==> src/rtl/mips16_pkg.sv <==
// -----------------------------------------------------------------------------
// mips16_pkg
// Shared definitions for the MIPS16 data-side store buffer.
//   DATA_W          : data and address width
//   WIDX_HI/WIDX_LO : bounds of the memory word index inside a byte address
//   sb_entry_t      : one pending store {addr, data}
// -----------------------------------------------------------------------------
package mips16_pkg;

  localparam int DATA_W  = 16;
  localparam int WIDX_HI = 9;
  localparam int WIDX_LO = 2;

  typedef struct packed {
    logic [DATA_W-1:0] addr;
    logic [DATA_W-1:0] data;
  } sb_entry_t;

  // True when two byte addresses select the same memory word.
  function automatic logic same_word(input logic [DATA_W-1:0] a,
                                     input logic [DATA_W-1:0] b);
    return a[WIDX_HI:WIDX_LO] == b[WIDX_HI:WIDX_LO];
  endfunction

endpackage

==> src/rtl/sb_fifo.sv <==
// -----------------------------------------------------------------------------
// sb_fifo
// Circular storage for pending stores plus write/read pointers and occupancy.
// Entry storage is never reset; an entry is live only while it lies inside the
// [rd_ptr, rd_ptr+count) window.
// Ports:
//   clk, rst_n     : clock, asynchronous active-low reset
//   push_i         : write push_entry_i at wr_ptr (ignored when full)
//   push_entry_i   : store to enqueue
//   pop_i          : retire the head entry (ignored when empty)
//   entries_o      : raw storage, indexed by physical slot
//   rd_ptr_o       : physical slot of the oldest entry
//   count_o        : number of live entries (0..DEPTH)
//   head_o         : oldest entry
// -----------------------------------------------------------------------------
module sb_fifo
  import mips16_pkg::*;
#(
  parameter  int DEPTH = 4,
  localparam int PTR_W = $clog2(DEPTH),
  localparam int CNT_W = $clog2(DEPTH + 1)
) (
  input  logic                   clk,
  input  logic                   rst_n,
  input  logic                   push_i,
  input  sb_entry_t              push_entry_i,
  input  logic                   pop_i,
  output sb_entry_t [DEPTH-1:0]  entries_o,
  output logic      [PTR_W-1:0]  rd_ptr_o,
  output logic      [CNT_W-1:0]  count_o,
  output sb_entry_t              head_o
);

  sb_entry_t [DEPTH-1:0] mem_q;
  logic [PTR_W-1:0]      wr_ptr_q, wr_ptr_d;
  logic [PTR_W-1:0]      rd_ptr_q, rd_ptr_d;
  logic [CNT_W-1:0]      count_q,  count_d;
  logic                  do_push_s;
  logic                  do_pop_s;

  function automatic logic [PTR_W-1:0] ptr_inc(input logic [PTR_W-1:0] p);
    return (p == PTR_W'(DEPTH - 1)) ? '0 : p + PTR_W'(1);
  endfunction

  // Local guards keep count inside 0..DEPTH whatever the caller requests.
  assign do_push_s = push_i && (count_q != CNT_W'(DEPTH));
  assign do_pop_s  = pop_i  && (count_q != CNT_W'(0));

  // Next-state for pointers and occupancy.
  always_comb begin
    wr_ptr_d = do_push_s ? ptr_inc(wr_ptr_q) : wr_ptr_q;
    rd_ptr_d = do_pop_s  ? ptr_inc(rd_ptr_q) : rd_ptr_q;
    case ({do_push_s, do_pop_s})
      2'b10:   count_d = count_q + CNT_W'(1);
      2'b01:   count_d = count_q - CNT_W'(1);
      default: count_d = count_q;
    endcase
  end

  // Pointer and occupancy registers; reset empties the buffer.
  always_ff @(posedge clk or negedge rst_n) begin
    if (!rst_n) begin
      wr_ptr_q <= '0;
      rd_ptr_q <= '0;
      count_q  <= '0;
    end else begin
      wr_ptr_q <= wr_ptr_d;
      rd_ptr_q <= rd_ptr_d;
      count_q  <= count_d;
    end
  end

  // Entry storage, deliberately without reset.
  always_ff @(posedge clk) begin
    if (do_push_s) begin
      mem_q[wr_ptr_q] <= push_entry_i;
    end
  end

  assign entries_o = mem_q;
  assign rd_ptr_o  = rd_ptr_q;
  assign count_o   = count_q;
  assign head_o    = mem_q[rd_ptr_q];

endmodule

==> src/rtl/store_buffer.sv <==
// -----------------------------------------------------------------------------
// store_buffer
// Pending-store buffer between the MEM stage and a single-ported data memory.
// Stores are queued and drained in order; loads share the memory port.
// Port priority each cycle: drain if full, load if requested, drain if not
// empty, idle. A load whose word index ([9:2]) matches a pending store is a hit.
// Build option STORE_FWD_EN:
//   defined   : a hit returns the youngest matching store's data directly and
//               the port is used for a drain in the same cycle.
//   undefined : a hit stalls the load and forces drains until no entry matches,
//               then the load is read from memory.
// Ports:
//   clk, rst_n                        : clock, asynchronous active-low reset
//   st_valid/st_addr/st_data/st_ready : store request / accept
//   ld_valid/ld_addr/ld_ready/ld_data : load request / completion and data
//   mem_access_addr, mem_write_data, mem_write_en, mem_read, mem_read_data
//                                     : data-memory port
//   empty, full                       : occupancy flags
// DATA_W must equal mips16_pkg::DATA_W since entries use sb_entry_t.
// -----------------------------------------------------------------------------
module store_buffer
  import mips16_pkg::*;
#(
  parameter int DEPTH  = 4,
  parameter int DATA_W = mips16_pkg::DATA_W
) (
  input  logic              clk,
  input  logic              rst_n,
  input  logic              st_valid,
  input  logic [DATA_W-1:0] st_addr,
  input  logic [DATA_W-1:0] st_data,
  output logic              st_ready,
  input  logic              ld_valid,
  input  logic [DATA_W-1:0] ld_addr,
  output logic              ld_ready,
  output logic [DATA_W-1:0] ld_data,
  output logic [DATA_W-1:0] mem_access_addr,
  output logic [DATA_W-1:0] mem_write_data,
  output logic              mem_write_en,
  output logic              mem_read,
  input  logic [DATA_W-1:0] mem_read_data,
  output logic              empty,
  output logic              full
);

  localparam int PTR_W = $clog2(DEPTH);
  localparam int CNT_W = $clog2(DEPTH + 1);

  sb_entry_t [DEPTH-1:0] entries_s;
  sb_entry_t             head_s;
  sb_entry_t             push_entry_s;
  logic [PTR_W-1:0]      rd_ptr_s;
  logic [CNT_W-1:0]      count_s;
  logic                  push_s;
  logic                  drain_s;
  logic                  hit_s;
  logic [DATA_W-1:0]     fwd_data_s;

  assign full         = (count_s == CNT_W'(DEPTH));
  assign empty        = (count_s == CNT_W'(0));
  assign st_ready     = !full;
  assign push_s       = st_valid && st_ready;
  assign push_entry_s = '{addr: st_addr, data: st_data};

  sb_fifo #(.DEPTH(DEPTH)) u_fifo (
    .clk          (clk),
    .rst_n        (rst_n),
    .push_i       (push_s),
    .push_entry_i (push_entry_s),
    .pop_i        (drain_s),
    .entries_o    (entries_s),
    .rd_ptr_o     (rd_ptr_s),
    .count_o      (count_s),
    .head_o       (head_s)
  );

  // Hit search: walk live entries oldest to youngest so the last match wins.
  always_comb begin : hit_search
    logic [PTR_W-1:0] idx;
    hit_s      = 1'b0;
    fwd_data_s = '0;
    idx        = rd_ptr_s;
    for (int k = 0; k < DEPTH; k++) begin
      idx = rd_ptr_s + PTR_W'(k);
      if ((CNT_W'(k) < count_s) && same_word(entries_s[idx].addr, ld_addr)) begin
        hit_s      = 1'b1;
        fwd_data_s = entries_s[idx].data;
      end else begin
        hit_s      = hit_s;
        fwd_data_s = fwd_data_s;
      end
    end
  end

  // Memory-port arbiter. Gating on rst_n drops the write enable the moment
  // reset asserts, so a drain in flight never commits.
  always_comb begin
    drain_s         = 1'b0;
    ld_ready        = 1'b0;
    ld_data         = '0;
    mem_read        = 1'b0;
    mem_write_en    = 1'b0;
    mem_access_addr = '0;
    mem_write_data  = '0;
    if (!rst_n) begin
      drain_s = 1'b0;
    end else if (full) begin
      drain_s = 1'b1;
    end else if (ld_valid) begin
      if (hit_s) begin
`ifdef STORE_FWD_EN
        ld_ready = 1'b1;
        ld_data  = fwd_data_s;
`endif
        // A hit implies a live entry, so draining is always legal here.
        drain_s  = 1'b1;
      end else begin
        mem_read        = 1'b1;
        mem_access_addr = ld_addr;
        ld_data         = mem_read_data;
        ld_ready        = 1'b1;
      end
    end else if (!empty) begin
      drain_s = 1'b1;
    end else begin
      drain_s = 1'b0;
    end

    if (drain_s) begin
      mem_write_en    = 1'b1;
      mem_access_addr = head_s.addr;
      mem_write_data  = head_s.data;
    end else begin
      mem_write_en    = mem_write_en;
    end
  end

endmodule

==> config.mk <==
export PLATFORM = sky130hd
export DESIGN_NAME = store_buffer
export DESIGN_NICKNAME = d
export VERILOG_FILES = /design/src/rtl/mips16_pkg.sv /design/src/rtl/sb_fifo.sv /design/src/rtl/store_buffer.sv
export SDC_FILE = /design/constraint.sdc
export NUM_CORES = 1
export LEC_CHECK = 0
export CORE_UTILIZATION = 40
export DETAILED_ROUTE_END_ITERATION = 8
export PLACE_DENSITY = 0.7
export SLEW_MARGIN = 25
export SYNTH_ARGS = -nofsm -noshare
export SYNTH_HDL_FRONTEND = slang
export SYNTH_SLANG_ARGS = --single-unit
export TNS_END_PERCENT = 5
==> constraint.sdc <==
create_clock -name clk -period 3.7 [get_ports clk]
set_clock_uncertainty 0.2 [all_clocks]
set_input_delay 0.555 -clock clk [delete_from_list [all_inputs] [get_ports clk]]
set_output_delay 0.555 -clock clk [all_outputs]
set_load 0.02 [all_outputs]
==> impl_metrics.yaml <==
timing:
  report.final.setup_viol: 51
  post-route-worst-setup-slack_ps: -480
  finalCritPeriodShare_pct: 113
  achievable-frequency_mhz: 239
  drv_slew: 0
  grt_setup_unrepaired: "true"
  total_count_of_hold_check_failures_in_the_final_report: 0
  timing.slew.headroom_pct: 57.0
  worst_slew_pin_slew_ps: 644
  period_needed_ps: 4180
  hold_ws_ps: 176
drt:
  avgViaCountPerCell: 5.45
  detailroute.via_count: 4712
  first_pass_iters: 5
  route.antenna.remaining_nets: 0
  wirelength_mm: 17.4
  initialDrtViolationCount: 264
  detail_route.wl_per_cell_um: 20.1
  drc_errors: 0
floorplan:
  num_io_pins: 122
  floorplan.die.width_um: 133
  placeableCoreArea_sq_mm: 0.0167
  fp-row-count: 47
  initial_utilization_pct: 41.3
  height_of_the_die_um: 133
  dieArea_sq_mm: 0.0178
cts:
  clkLatencyLatePin_ps: 410
  cts_tree: "yes"
  clock_root_buffer: "sky130_fd_sc_hd__clkbuf_16"
  tritoncts.num_buffers: 17
  post_cts_hold_buffer_count: 0
  clkTransAtPathRegs_ps: 60
  cts_max_level: 4
  cts_buffer_depth: 2
  cts.sink_count: 135
setup_path:
  worst-endpoint-arrival_ps: 3420
  reg2reg_from: "u_fifo.rd_ptr_o[0]"
  timing.setup.critical_path_class: "flip-flop to primary output"
  r2r-end: "u_fifo.count_o[2]"
  data_required_time_of_the_critical_path_ps: 2940
  critical_path.endpoint_type: "primary output"
  worst_r2r_path_depth: 13
  worstPathCellList: "ha_4 > buf_12 > mux4_2 > xnor2_2 > o21ai_1 > or3_4 > o21a_4 > nand3_4 > inv_8 > a221o_1 > buf_6"
  regToRegSetupSlack_ps: 30
  cp-start-kind: "flip-flop"
  critical_path.max_stage_delay_ps: 520
  critical_path_peak_fanout: 7
  crit_path_top_delay_cell: "sky130_fd_sc_hd__mux4_2"
outcome:
  outcome: "finished, violations left"
  failed_checks: "setup timing"
place:
  post-place-cells: 827
  dp_worst_setup_slack_ps: -681
  place_area_sq_mm: 0.00884
  dp_hpwl_mm: 11.8
  place_congestion: 0.913
  buffer_ports.inserted: 121
layout:
  most-common-layout-cells: "128 x sky130_fd_sc_hd__edfxtp_1, 85 x sky130_fd_sc_hd__buf_4, 70 x sky130_fd_sc_hd__clkdlybuf4s50_1"
  final_design_area_no_fill_sq_mm: 0.00961
  final_core_util_pct: 57.6
  leading_cell_type_in_the_layout_fill_and_taps_excluded: "sky130_fd_sc_hd__edfxtp_1"
  design.final.nets: 710
  fin_cells: 865
  flow.area_growth_from_synthesis_pct: 39.4
  insertedDiodeCount: 0
  post_route_cells_drive_above_1_share_pct: 39.5
logic_synthesis:
  synth-seq-cells: 135
  synthCells: 441
  yosysTopAreaCellShare_pct: 55.7
  synth.net_count: 519
  ys.flop_type: "sky130_fd_sc_hd__edfxtp_1"
  postSynthAreaPerCell_sq_um: 15.6
  post_synth_main_area_contributors: "sky130_fd_sc_hd__edfxtp_1 56%, sky130_fd_sc_hd__mux4_2 16%, sky130_fd_sc_hd__xnor2_1 3.8%, sky130_fd_sc_hd__mux2i_1 2.6%, sky130_fd_sc_hd__dfrtp_1 2.5%"
  synthesis.area_sq_mm: 0.00690
  ys.warnings.count: 0
  netlist.top_cell.by_area: "sky130_fd_sc_hd__edfxtp_1"
  synthDistinctLibCells: 44
  share_of_synthesized_flip_flops_with_an_asynchronous_set_or_reset_pct: 5.19
  synth.yosys.seq_area_share_pct: 58.3
  synth_enable_flop_cells: 128
grt:
  via_count_of_the_first_global_routing_pass: 4951
  grt_pass1_wl_mm: 27.2
  grt_overflow_total: 0
  pin_count_of_the_biggest_net_entering_global_routing: 27
  grt_usage_pct: 20.5
  antenna_violations_before_repair: 0
power_and_ir_drop:
  vdd_ir_drop_max_mv: 0.490
  pwr_density_cell_mw_per_mm2: 797
  power_leakage_nw: 3.56
worst_hold_path:
  min-delay-path-class: "input port to asynchronous set/reset pin"
job:
  drv.max_cap_violation_count: 0
-- cell type report --
type | count | area, sq um
clock buffer | 18 | 429
clock inverter | 14 | 158
fill | 1308 | 7090
inverter | 11 | 48.8
multi-input combinational | 263 | 2850
sequential | 135 | 4020
tap | 220 | 275
timing repair buffer | 203 | 1830
timing repair inverter | 1 | 8.76
-- worst max path at each step --
| stage | startpoint | to | slack (ps) | cells after the start |
|---|---|---|---|---|
| 3_3_place_gp | ld_addr[7] | mem_write_data[1] | -680 | 10 |
| 6_report | u_fifo.rd_ptr_o[0] | mem_access_addr[1] | -480 | 11 |
| 4_1_cts | u_fifo.rd_ptr_o[0] | mem_access_addr[12] | -510 | 11 |
| 2_1_floorplan | u_fifo.rd_ptr_o[1] | mem_write_data[10] | -110 | 11 |
| 3_5_place_dp | ld_addr[7] | mem_write_data[0] | -680 | 10 |
| 5_1_grt | u_fifo.rd_ptr_o[0] | mem_access_addr[5] | -580 | 11 |
-- logic make-up after synthesis --
family	count (synthesis)	synth area share (%)
and+or+nand+nor	74	5.68
AOI/OAI and AO/OA	69	7.07
adders and majority gates	10	1.81
buffers and inverters	43	3.03
xor gates and xnor gates	36	4.57
muxes	74	19.6
DFF	135	58.3
-- flip-flops by register name (all words and copies together) (netlist names) --
signal            count
u_fifo.count_o        3
u_fifo.rd_ptr_o       2
u_fifo.wr_ptr_q       2
u_fifo.entries_o    128
-- synthesized netlist by cell type (2+ instances only) --
cell type,number
sky130_fd_sc_hd__edfxtp_1,128
sky130_fd_sc_hd__mux4_2,48
sky130_fd_sc_hd__xnor2_1,30
sky130_fd_sc_hd__nand2_1,23
sky130_fd_sc_hd__and2_1,18
sky130_fd_sc_hd__mux2i_1,18
sky130_fd_sc_hd__a21oi_1,17
sky130_fd_sc_hd__a21boi_0,14
sky130_fd_sc_hd__clkbuf_1,13
sky130_fd_sc_hd__a221o_1,12
sky130_fd_sc_hd__ha_1,10
sky130_fd_sc_hd__inv_1,10
sky130_fd_sc_hd__nor2_1,9
sky130_fd_sc_hd__o21ai_0,9
sky130_fd_sc_hd__buf_2,8
sky130_fd_sc_hd__mux2_2,8
sky130_fd_sc_hd__dfrtp_1,7
sky130_fd_sc_hd__buf_4,6
sky130_fd_sc_hd__xor2_1,6
sky130_fd_sc_hd__and3_1,5
sky130_fd_sc_hd__o221ai_1,4
sky130_fd_sc_hd__buf_1,3
sky130_fd_sc_hd__nand4_1,3
sky130_fd_sc_hd__nor3_1,3
sky130_fd_sc_hd__or3_1,3
sky130_fd_sc_hd__a21boi_1,2
sky130_fd_sc_hd__buf_6,2
sky130_fd_sc_hd__nand2b_1,2
sky130_fd_sc_hd__nand3_1,2
sky130_fd_sc_hd__o21ai_1,2
sky130_fd_sc_hd__o22ai_1,2
sky130_fd_sc_hd__or4_1,2
-- layer usage --
layer | up-vias | wire, um | track usage, %
met4 | 0 | 446 | 9.79
met3 | 29 | 1070 | 4.76
met1 | 2362 | 7050 | 25.1
met5 | - | 0 | 0
met2 | 188 | 8790 | 34.5
li1 | 2133 | - | -
-- stage by stage --
step	power, mW	TNS, ps
after global routing	8.06	-26980
after global placement	5.67	-26630
after CTS	7.60	-22810
final	7.66	-21200
after detailed placement	5.72	-28010
after floorplan	4.45	-764
-- power by group --
part / switching, mW / internal (mW) / total, mW
clock network: 0.623 / 1.05 / 1.67
registers: 0.129 / 2.03 / 2.16
logic: 1.82 / 2.01 / 3.83
-- repair_timing --
item / in CTS / in global routing
pin swaps: 13 / 5
gates resized for setup: 294 / 44
gates cloned: 3 / 0
buffers inserted: 3 / 0
endpoints found under the setup margin: 52 / 53
-- critical path, delay by kind of cell, from the launching register on --
kind	cells	cell delay, ps
compound gates	3	580
flops	1	510
fa+ha+maj	1	330
buf+inv	3	340
mux	1	520
simple gates	2	560
xor+xnor	1	150
(Power assumes the default switching activity.)
